File: config.mk
export PLATFORM = sky130hd
export DESIGN_NAME = writeback_stage_flat
export DESIGN_NICKNAME = d
export VERILOG_FILES = /design/src/rtl/writeback_stage_pkg.sv /design/src/rtl/writeback_stage_if.sv /design/src/rtl/writeback_stage_pending_buf.sv /design/src/rtl/writeback_stage.sv /design/src/flat_wrapper.sv
export SDC_FILE = /design/constraint.sdc
export NUM_CORES = 1
export LEC_CHECK = 0
export BUFFER_PORTS_ARGS = -buffer_cell sky130_fd_sc_hd__buf_2
export CAP_MARGIN = 30
export CORE_ASPECT_RATIO = 0.6
export CORE_MARGIN = 2
export CORE_UTILIZATION = 49
export CTS_CLUSTER_DIAMETER = 60
export DETAILED_ROUTE_END_ITERATION = 8
export GPL_TIMING_DRIVEN = 1
export PLACE_DENSITY = 0.81
export SLEW_MARGIN = 10
export SYNTH_ARGS = -nofsm -noshare
export SYNTH_HDL_FRONTEND = slang
export SYNTH_SLANG_ARGS = --single-unit
File: constraint.sdc
create_clock -name clk -period 2.7 [get_ports clk]
set_input_delay 0.54 -clock clk [delete_from_list [all_inputs] [get_ports clk]]
set_output_delay 0.54 -clock clk [all_outputs]
set_load 0.1 [all_outputs]
File: src/rtl/writeback_stage_pkg.sv
// Shared constants and encodings for the write-back stage.
// Register index, data width, select codes and status target.
package writeback_stage_pkg;

  localparam int DATA_W = 32;
  localparam int REG_W  = 5;

  localparam logic [REG_W-1:0] STATUS_REG = 5'd30;

  typedef enum logic [1:0] {
    WB_SEL_ALU  = 2'b00,
    WB_SEL_MEM  = 2'b01,
    WB_SEL_PC   = 2'b10,
    WB_SEL_NONE = 2'b11
  } wb_sel_e;

endpackage

File: src/rtl/writeback_stage_if.sv
// M-stage, mult/div and register-file signals of the write-back stage.
// The master side drives the stage inputs; the slave side is the stage.
interface writeback_stage_if;
  import writeback_stage_pkg::*;

  logic              enable;
  logic              m_valid;
  logic [REG_W-1:0]  m_rd;
  logic [1:0]        m_wb_sel;
  logic [DATA_W-1:0] m_alu_result;
  logic [DATA_W-1:0] m_mem_data;
  logic [DATA_W-1:0] m_pc;
  logic              m_exc;
  logic [DATA_W-1:0] m_exc_code;
  logic              md_ready;
  logic [REG_W-1:0]  md_rd;
  logic [DATA_W-1:0] md_result;
  logic              md_accept;
  logic [REG_W-1:0]  rd_writeback;
  logic [DATA_W-1:0] rdval_writeback;
  logic              wb_valid;
  logic              pend_valid;

  modport master (
    output enable, m_valid, m_rd, m_wb_sel,
    output m_alu_result, m_mem_data, m_pc,
    output m_exc, m_exc_code,
    output md_ready, md_rd, md_result,
    input  md_accept, rd_writeback,
    input  rdval_writeback, wb_valid, pend_valid
  );

  modport slave (
    input  enable, m_valid, m_rd, m_wb_sel,
    input  m_alu_result, m_mem_data, m_pc,
    input  m_exc, m_exc_code,
    input  md_ready, md_rd, md_result,
    output md_accept, rd_writeback,
    output rdval_writeback, wb_valid, pend_valid
  );

endinterface

File: src/rtl/writeback_stage_pending_buf.sv
// One-entry holding slot for mult/div results that lost arbitration.
// A newer pipe write to the same register supersedes the held value.
module wb_pending_buf
  import writeback_stage_pkg::*;
(
  input  logic              clk,
  input  logic              clr,
  input  logic              sup_en,
  input  logic [REG_W-1:0]  sup_rd,
  input  logic              md_en,
  input  logic [REG_W-1:0]  md_rd,
  input  logic [DATA_W-1:0] md_val,
  input  logic              take,
  output logic              valid,
  output logic [REG_W-1:0]  rd,
  output logic [DATA_W-1:0] val
);

  logic sup_hit;
  logic load;

  assign sup_hit = sup_en & valid & (sup_rd == rd);
  assign load    = md_en & sup_en & (sup_rd != md_rd);

  // Hold, drop or capture the single pending mult/div result.
  always_ff @(posedge clk or negedge clr) begin
    if (!clr) begin
      valid <= 1'b0;
      rd    <= '0;
      val   <= '0;
    end else if (take | sup_hit) begin
      valid <= 1'b0;
      rd    <= '0;
      val   <= '0;
    end else if (load) begin
      valid <= 1'b1;
      rd    <= md_rd;
      val   <= md_val;
    end
  end

endmodule

File: src/rtl/writeback_stage.sv
// Final pipeline stage: picks the register write for this cycle from
// the M stage, a held mult/div result or a fresh mult/div result.
module writeback_stage
  import writeback_stage_pkg::*;
(
  input logic                clk,
  input logic                clr,
  writeback_stage_if.slave   bus
);

  logic [DATA_W-1:0] sel_val;
  logic [REG_W-1:0]  pipe_rd;
  logic [DATA_W-1:0] pipe_val;
  logic              pipe_en;
  logic              md_en;
  logic              take;
  logic              pend_valid;
  logic [REG_W-1:0]  pend_rd;
  logic [DATA_W-1:0] pend_val;
  logic [REG_W-1:0]  nxt_rd;
  logic [DATA_W-1:0] nxt_val;
  logic [REG_W-1:0]  rd_q;
  logic [DATA_W-1:0] val_q;
  logic              wbv_q;

  // Decode the M-stage write value from the select code.
  always_comb begin
    sel_val = '0;
    unique case (bus.m_wb_sel)
      WB_SEL_ALU:  sel_val = bus.m_alu_result;
      WB_SEL_MEM:  sel_val = bus.m_mem_data;
      WB_SEL_PC:   sel_val = bus.m_pc + DATA_W'(1);
      WB_SEL_NONE: sel_val = '0;
    endcase
  end

  // Exceptions redirect the write to the status register.
  always_comb begin
    pipe_rd  = bus.m_rd;
    pipe_val = sel_val;
    if (bus.m_exc) begin
      pipe_rd  = STATUS_REG;
      pipe_val = bus.m_exc_code;
    end else if (bus.m_wb_sel == WB_SEL_NONE) begin
      pipe_rd  = '0;
      pipe_val = '0;
    end
  end

  assign pipe_en = bus.enable & bus.m_valid & (|pipe_rd);
  assign md_en   = bus.md_ready & ~pend_valid & (|bus.md_rd);
  assign take    = ~pipe_en & pend_valid;

  wb_pending_buf u_pend (
    .clk    (clk),
    .clr    (clr),
    .sup_en (pipe_en),
    .sup_rd (pipe_rd),
    .md_en  (md_en),
    .md_rd  (bus.md_rd),
    .md_val (bus.md_result),
    .take   (take),
    .valid  (pend_valid),
    .rd     (pend_rd),
    .val    (pend_val)
  );

  // Arbitrate: pipe first, then held entry, then fresh mult/div.
  always_comb begin
    nxt_rd  = '0;
    nxt_val = '0;
    unique case (1'b1)
      pipe_en: begin
        nxt_rd  = pipe_rd;
        nxt_val = pipe_val;
      end
      take: begin
        nxt_rd  = pend_rd;
        nxt_val = pend_val;
      end
      (~pipe_en & ~pend_valid & md_en): begin
        nxt_rd  = bus.md_rd;
        nxt_val = bus.md_result;
      end
      default: begin
        nxt_rd  = '0;
        nxt_val = '0;
      end
    endcase
  end

  // Register the selected write for the register file.
  always_ff @(posedge clk or negedge clr) begin
    if (!clr) begin
      rd_q  <= '0;
      val_q <= '0;
      wbv_q <= 1'b0;
    end else begin
      rd_q  <= nxt_rd;
      val_q <= nxt_val;
      wbv_q <= |nxt_rd;
    end
  end

  assign bus.rd_writeback    = rd_q;
  assign bus.rdval_writeback = val_q;
  assign bus.wb_valid        = wbv_q;
  assign bus.pend_valid      = pend_valid;
  assign bus.md_accept       = ~pend_valid;

endmodule

File: src/flat_wrapper.sv
// flat-port wrapper written by rule: the top's interface ports become plain ports
module writeback_stage_flat import writeback_stage_pkg::*;
  (clk, clr, bus_enable, bus_m_valid, bus_m_rd, bus_m_wb_sel, bus_m_alu_result, bus_m_mem_data, bus_m_pc, bus_m_exc, bus_m_exc_code, bus_md_ready, bus_md_rd, bus_md_result, bus_md_accept, bus_rd_writeback, bus_rdval_writeback, bus_wb_valid, bus_pend_valid);
  writeback_stage_if bus_i ();
  input logic clk;
  input logic clr;
  input wire logic [$bits(bus_i.enable)-1:0] bus_enable;
  input wire logic [$bits(bus_i.m_valid)-1:0] bus_m_valid;
  input wire logic [$bits(bus_i.m_rd)-1:0] bus_m_rd;
  input wire logic [$bits(bus_i.m_wb_sel)-1:0] bus_m_wb_sel;
  input wire logic [$bits(bus_i.m_alu_result)-1:0] bus_m_alu_result;
  input wire logic [$bits(bus_i.m_mem_data)-1:0] bus_m_mem_data;
  input wire logic [$bits(bus_i.m_pc)-1:0] bus_m_pc;
  input wire logic [$bits(bus_i.m_exc)-1:0] bus_m_exc;
  input wire logic [$bits(bus_i.m_exc_code)-1:0] bus_m_exc_code;
  input wire logic [$bits(bus_i.md_ready)-1:0] bus_md_ready;
  input wire logic [$bits(bus_i.md_rd)-1:0] bus_md_rd;
  input wire logic [$bits(bus_i.md_result)-1:0] bus_md_result;
  output wire logic [$bits(bus_i.md_accept)-1:0] bus_md_accept;
  output wire logic [$bits(bus_i.rd_writeback)-1:0] bus_rd_writeback;
  output wire logic [$bits(bus_i.rdval_writeback)-1:0] bus_rdval_writeback;
  output wire logic [$bits(bus_i.wb_valid)-1:0] bus_wb_valid;
  output wire logic [$bits(bus_i.pend_valid)-1:0] bus_pend_valid;
  assign bus_i.enable = bus_enable;
  assign bus_i.m_valid = bus_m_valid;
  assign bus_i.m_rd = bus_m_rd;
  assign bus_i.m_wb_sel = bus_m_wb_sel;
  assign bus_i.m_alu_result = bus_m_alu_result;
  assign bus_i.m_mem_data = bus_m_mem_data;
  assign bus_i.m_pc = bus_m_pc;
  assign bus_i.m_exc = bus_m_exc;
  assign bus_i.m_exc_code = bus_m_exc_code;
  assign bus_i.md_ready = bus_md_ready;
  assign bus_i.md_rd = bus_md_rd;
  assign bus_i.md_result = bus_md_result;
  assign bus_md_accept = bus_i.md_accept;
  assign bus_rd_writeback = bus_i.rd_writeback;
  assign bus_rdval_writeback = bus_i.rdval_writeback;
  assign bus_wb_valid = bus_i.wb_valid;
  assign bus_pend_valid = bus_i.pend_valid;
  writeback_stage u_core (.clk(clk), .clr(clr), .bus(bus_i));
endmodule
==> results of run 1 <==
per-stage QoR:
| stage | setup slack [ps] | util |
|---|---|---|
| after floorplan | 84.9 | - |
| after global placement | -93.5 | 0.637 |
| after detailed placement | 29.5 | 0.638 |
| after CTS | 373 | 0.666 |
| after global routing | 184 | 0.669 |
| final | 364 | 0.669 |
area by class of cell:
cell class                      instances  area share
Multi-Input combinational cell        423       0.446
Inverter                               17     0.00906
Sequential cell                        76       0.270
Clock buffer                            9      0.0320
Antenna cell                            1    0.000355
Tap cell                              139      0.0247
Timing Repair Buffer                  257       0.207
Clock inverter                          7      0.0107
report_power, final:
part	switching, W	internal [W]	leakage [nW]
Sequential	0.000198	0.00147	0.990
Clock	0.000520	0.000719	0.138
Combinational	0.00203	0.000818	2.12
registers in the layout, indices dropped and copies added, names as in the netlist:
| name | count |
|---|---|
| u_core.u_pend.rd | 5 |
| u_core.bus.wb_valid | 1 |
| u_core.u_pend.valid | 1 |
| u_core.bus.rd_writeback | 5 |
| u_core.u_pend.val | 32 |
| u_core.bus.rdval_writeback | 32 |
how the worst max path moves through the flow:
stage               cells past startpoint                                  endpoint                             from  slack [ps]
global route                            7         u_core.u_pend.val[29]$_DFFE_PN0P_                      bus_m_rd[2]         180
global placement                        8  u_core.bus.rdval_writeback[29]$_DFF_PN0_                  bus_m_wb_sel[0]         -90
detailed placement                      6             u_core.bus.wb_valid$_DFF_PN0_                      bus_m_rd[2]          30
CTS                                     6             u_core.bus.wb_valid$_DFF_PN0_                      bus_m_rd[2]         370
finish                                  6             u_core.bus.wb_valid$_DFF_PN0_                      bus_m_rd[2]         360
floorplan                               5  u_core.bus.rdval_writeback[18]$_DFF_PN0_  u_core.u_pend.valid$_DFFE_PN0P_          80
cell usage after synthesis (4+ instances only):
library cell  instances
dfrtp_1              76
o211ai_1              4
clkbuf_1             36
nor3_1               10
ha_1                  4
o21ai_0              69
o311a_1              32
o311ai_0              5
a22oi_1              25
xnor2_1              21
mux2_2               33
nand3_1              18
a21oi_1              14
inv_1                17
nor2_1               12
buf_2                 9
and3_1                4
a221oi_1             32
nand4_1               7
o21a_1                7
and4_1                7
nand2_1              36
xor2_1                8
a222oi_1              7
mux2i_1               8
o22ai_1               4
nor4_1                6
cells by family after synthesis:
kind of cell / share of synthesized area
compound gates: 0.317
simple gates: 0.126
buf+inv: 0.0534
flops: 0.361
xor+xnor: 0.0482
fa+ha+maj: 0.00949
mux: 0.0857
per-layer routing:
| layer | up-vias | track usage |
|---|---|---|
| met2 | 418 | 0.538 |
| met4 | 0 | 0.0983 |
| met3 | 35 | 0.0827 |
| met5 | - | 0 |
| li1 | 2684 | - |
| met1 | 2896 | 0.506 |
placed cells by master, fill, tap and decap left out, types with 3 or more instances in the layout:
cell	netlist	routed
buf_2	9	216
dfrtp_1	76	76
o21ai_0	69	68
nand2_1	36	36
buf_4	3	36
mux2_2	33	33
a221oi_1	32	32
o311a_1	32	32
a22oi_1	25	25
xnor2_1	21	21
nand3_1	18	18
inv_1	17	17
a21oi_1	14	14
nor2_1	12	12
nor3_1	10	10
clkbuf_16	0	9
xor2_1	8	8
mux2i_1	8	8
and4_1	7	7
o21a_1	7	7
a222oi_1	7	7
nand4_1	7	7
nor4_1	6	6
o311ai_0	5	5
and3_1	4	4
o211ai_1	4	4
ha_1	4	4
buf_12	0	4
or4_1	3	3
nor2b_1	3	3
a221o_1	3	3
and2_1	3	3
o31ai_1	3	3
o22ai_1	4	3
nor4bb_1	3	3
clkinvlp_4	0	3
==> flow_summary.yaml, run 1 <==
critical_path:
  cp_slowest_cell: "or4_4"
  crit_path_start_kind: "primary input"
  path_cells: "buf_2 > or4_4 > or3_1 > nand2_8 > mux2i_1 > or4_1"
  r2r-end: "u_core.u_pend.val[15]$_DFFE_PN0P_"
  cp_slowest_stage_delay_ps: 550
  critical-path-top-delay-family: "simple AND/OR/NAND/NOR gates"
  crit_buf_inv: 1
  cp_max_fo: 9
  path_class: "in -> reg"
  arrival_ps: 2540
  reg2reg_slack_ps: 630
  required_ps: 2900
  critPathCaptureType: "flop"
  reg2reg_depth: 6
  reg2reg_from: "u_core.u_pend.rd[0]$_DFFE_PN0P_"
sta:
  period_needed_ps: 2340
  skew_ps: 8.44
  setup_viol: 0
  setup_tns_ps: 0
  max_freq_ghz: 0.428
  hold_viol_final: 0
  finalHoldWorstSlack_ps: 207
  fin_crit_sh: 0.865
  grt_setup_unrepaired: "no"
  worst_slew_pin_slew_ps: 630
  slew_headroom: 0.580
  drv_slew: 0
clock_tree:
  cts_root_buf: "clkbuf_16"
  h-tree-depth: 3
  cts.repair.resized: 0
  post_cts_buffers: 0
  numCtsBuffers: 9
  ctsHoldBuffers: 0
  clock-sinks: 76
  cts_tree: "yes"
  clk_pin_slew_ps: 60
  clock_latency_ps: 340
  clk_path_buf_depth: 2
yosys:
  syn_area_um2: 5270
  ys_seq_area_frac: 0.361
  synth_warnings: 0
  synth_top_area_share: 0.361
  synth_edf_count: 0
  synth-main-ff-cell: "dfrtp_1"
  yosys-top-cells-area: "dfrtp_1, mux2_2, o21ai_0"
  synth.avg_cell_area_um2: 9.31
  synth-seq-cells: 76
  async_reset_ff_frac: 1.00
  synth_area_leader_cell: "dfrtp_1"
  netlist-cell-type-count: 60
  syn-instance-count: 566
  syn-num-nets: 748
route:
  drc_errors: 0
  vias: 6033
  firstDrtPassIters: 6
  routed_wl_um: 20500
  vias_per_cell: 6.49
  wl_per_cell_um: 22.0
  met3_length_um: 2470
  wl_met1_um: 8530
  dr_wl_met2_um: 9110
  antenna_left: 0
  first_iter_violations: 639
  maxUsedRoutingLayer: "met4"
min_path:
  hp-class: "in -> async"
power_and_ir_drop:
  ir_drop_mv: 0.693
  finalPower_w: 0.00576
  power_leakage_nw: 3.25
  powerDensity_nw_per_um2: 818
floorplan:
  io_pins: 218
  die_h_um: 84.3
  coreArea_um2: 10500
  start_util: 0.501
  rows: 29
  dieArea_um2: 11600
  fp.dieW_um: 138
placement:
  port_buffers: 217
  place_inst: 911
  place_congestion: 0.942
  place_area_um2: 6710
  dp_hpwl_um: 15400
layout:
  multi_input_area_um2: 3140
  drive_above_1_share: 0.403
  seq_area_um2: 1900
  design_area_um2: 7040
  fin_nets: 966
  syn2layout_area_growth_pct: 33.6
  final_cells: 929
  fill_cells: 895
grt:
  grt_use_total: 0.354
  grt_pass1_wl_um: 31200
  grt_max_degree: 47
  overflow: 0
  antenna_found_initial: 1
  grt_pass1_vias: 5851
flow_run:
  maxCapViolations: 0
status:
  status: "completed"
Power figures use the tool's default switching activity.
==> run 2: changes to the inputs <==
CORE_MARGIN = not set   (was 2)
==> run 2 against run 1 <==
  * Final area is 0.55% higher
  * Largest cell class unchanged
  * Clock power rose by 7%
  * Setup slack lost 34 ps
  * Utilization rose by 2.8 points
  * Power grew 2.5%
  * Critical path type unchanged
  * Register-to-register slack lost 40 ps
==> flow_summary.yaml, run 2 (synthesis results as in run 1) <==
status:
  status: "completed"
layout:
  fill_cells: 843
  fin_nets: 966
  antenna_cells: 0
  syn2layout_area_growth_pct: 34.3
  final_cell_mix: "buf_2, dfrtp_1, o21ai_0, nand2_1, buf_4"
  drive_above_1_share: 0.401
  final_common_cell: "buf_2"
  design_area_um2: 7080
grt:
  grt_pass1_wl_um: 30400
  antenna_found_initial: 0
  overflow: 0
  grt_use_total: 0.368
  grt_max_degree: 46
  grt_pass1_vias: 5657
sta:
  slew_headroom: 0.572
  period_needed_ps: 2370
  max_freq_ghz: 0.422
  setup_tns_ps: 0
  setup_viol: 0
  finalHoldWorstSlack_ps: 227
  drv_slew: 0
  fin_crit_sh: 0.878
  hold_viol_final: 0
  worst_slew_pin_slew_ps: 643
  skew_ps: 6.98
  grt_setup_unrepaired: "no"
flow_run:
  maxCapViolations: 0
floorplan:
  dieArea_um2: 11200
  die_h_um: 82.3
  coreArea_um2: 10200
  start_util: 0.519
  io_pins: 218
  rows: 28
  fp.dieW_um: 136
clock_tree:
  post_cts_buffers: 0
  cts.repair.resized: 0
  clock_latency_ps: 340
  cts_root_buf: "clkbuf_16"
  clk_path_buf_depth: 2
  cts_tree: "yes"
  h-tree-depth: 3
  ctsHoldBuffers: 0
  numCtsBuffers: 9
  clk_pin_slew_ps: 60
  clock-sinks: 76
critical_path:
  cp_slowest_cell: "a2111oi_0"
  arrival_ps: 2590
  reg2reg_slack_ps: 590
  cp_slowest_stage_delay_ps: 420
  reg2reg_depth: 6
  crit_buf_inv: 2
  critPathCaptureType: "flop"
  required_ps: 2920
  critical-path-top-delay-family: "compound AO/OA/AOI/OAI gates"
  path_class: "in -> reg"
  r2r-end: "u_core.u_pend.val[23]$_DFFE_PN0P_"
  path_cells: "buf_2 > or2_2 > a2111oi_0 > nor3_1 > o311ai_4 > buf_12 > mux2_2"
  reg2reg_from: "u_core.u_pend.valid$_DFFE_PN0P_"
  crit_path_start_kind: "primary input"
  cp_max_fo: 38
power_and_ir_drop:
  power_leakage_nw: 3.27
  ir_drop_mv: 0.587
  powerDensity_nw_per_um2: 834
min_path:
  hp-class: "in -> async"
route:
  vias: 6132
  firstDrtPassIters: 5
  drc_errors: 0
  first_iter_violations: 579
  wl_per_cell_um: 22.4
  vias_per_cell: 6.64
  antenna_left: 0
  routed_wl_um: 20700
placement:
  place_area_um2: 6710
  place_congestion: 0.882
  port_buffers: 217
  dp_hpwl_um: 15000
[run 2: changes by cell type in the layout (fill, tap and decap cells not counted), sizes merged]
| cell | before | now |
|---|---|---|
| clkbuf | 9 | 12 |
| clkinvlp | 3 | 1 |
| bufinv | 1 | 2 |
| clkinv | 2 | 1 |
| diode | 1 | 0 |
| inv | 18 | 17 |
[run 2: layout make-up]
type	count	area (um2)	area share
repair buffers	257	1480	0.209
inverters	17	63.8	0.00901
well taps	135	169	0.0239
clock buffers	12	246	0.0348
multi-input cells	423	3150	0.445
flip-flops and latches	76	1900	0.269
clock inverters	4	72.6	0.0102
[run 2: metrics by stage]
step,util,power [W],std cells,setup WS (ps)
after floorplan,-,0.00366,566,84.9
after global placement,0.660,0.00439,906,70.4
after detailed placement,0.660,0.00446,906,-67.2
after CTS,0.692,0.00579,922,293
after global routing,0.697,0.00612,924,191
final,0.697,0.00591,924,331
[run 2: worst max path at each step]
stage,from,to,slack [ps],cells after the start
CTS,bus_m_wb_sel[0],u_core.u_pend.val[28]$_DFFE_PN0P_,290,8
finish,bus_m_rd[2],u_core.u_pend.val[23]$_DFFE_PN0P_,330,7
floorplan,u_core.u_pend.valid$_DFFE_PN0P_,u_core.bus.rdval_writeback[18]$_DFF_PN0_,80,5
detailed placement,bus_m_wb_sel[0],u_core.u_pend.val[28]$_DFFE_PN0P_,-70,8
global route,bus_m_rd[2],u_core.u_pend.val[21]$_DFFE_PN0P_,190,7
global placement,bus_m_rd[2],u_core.u_pend.val[21]$_DFFE_PN0P_,70,7
[run 2: layer usage]
metal	part of all wire	track usage	up-vias	wire (um)
met5	0	0	-	0
met4	0.022	0.134	0	450
met3	0.12	0.0763	38	2430
met2	0.45	0.584	477	9350
met1	0.41	0.499	2927	8480
li1	-	-	2690	-
[run 2: report_power, final]
group,internal (W),total (W),switching (W)
clock network,0.000835,0.00133,0.000498
logic,0.000848,0.00291,0.00206
registers,0.00147,0.00166,0.000191
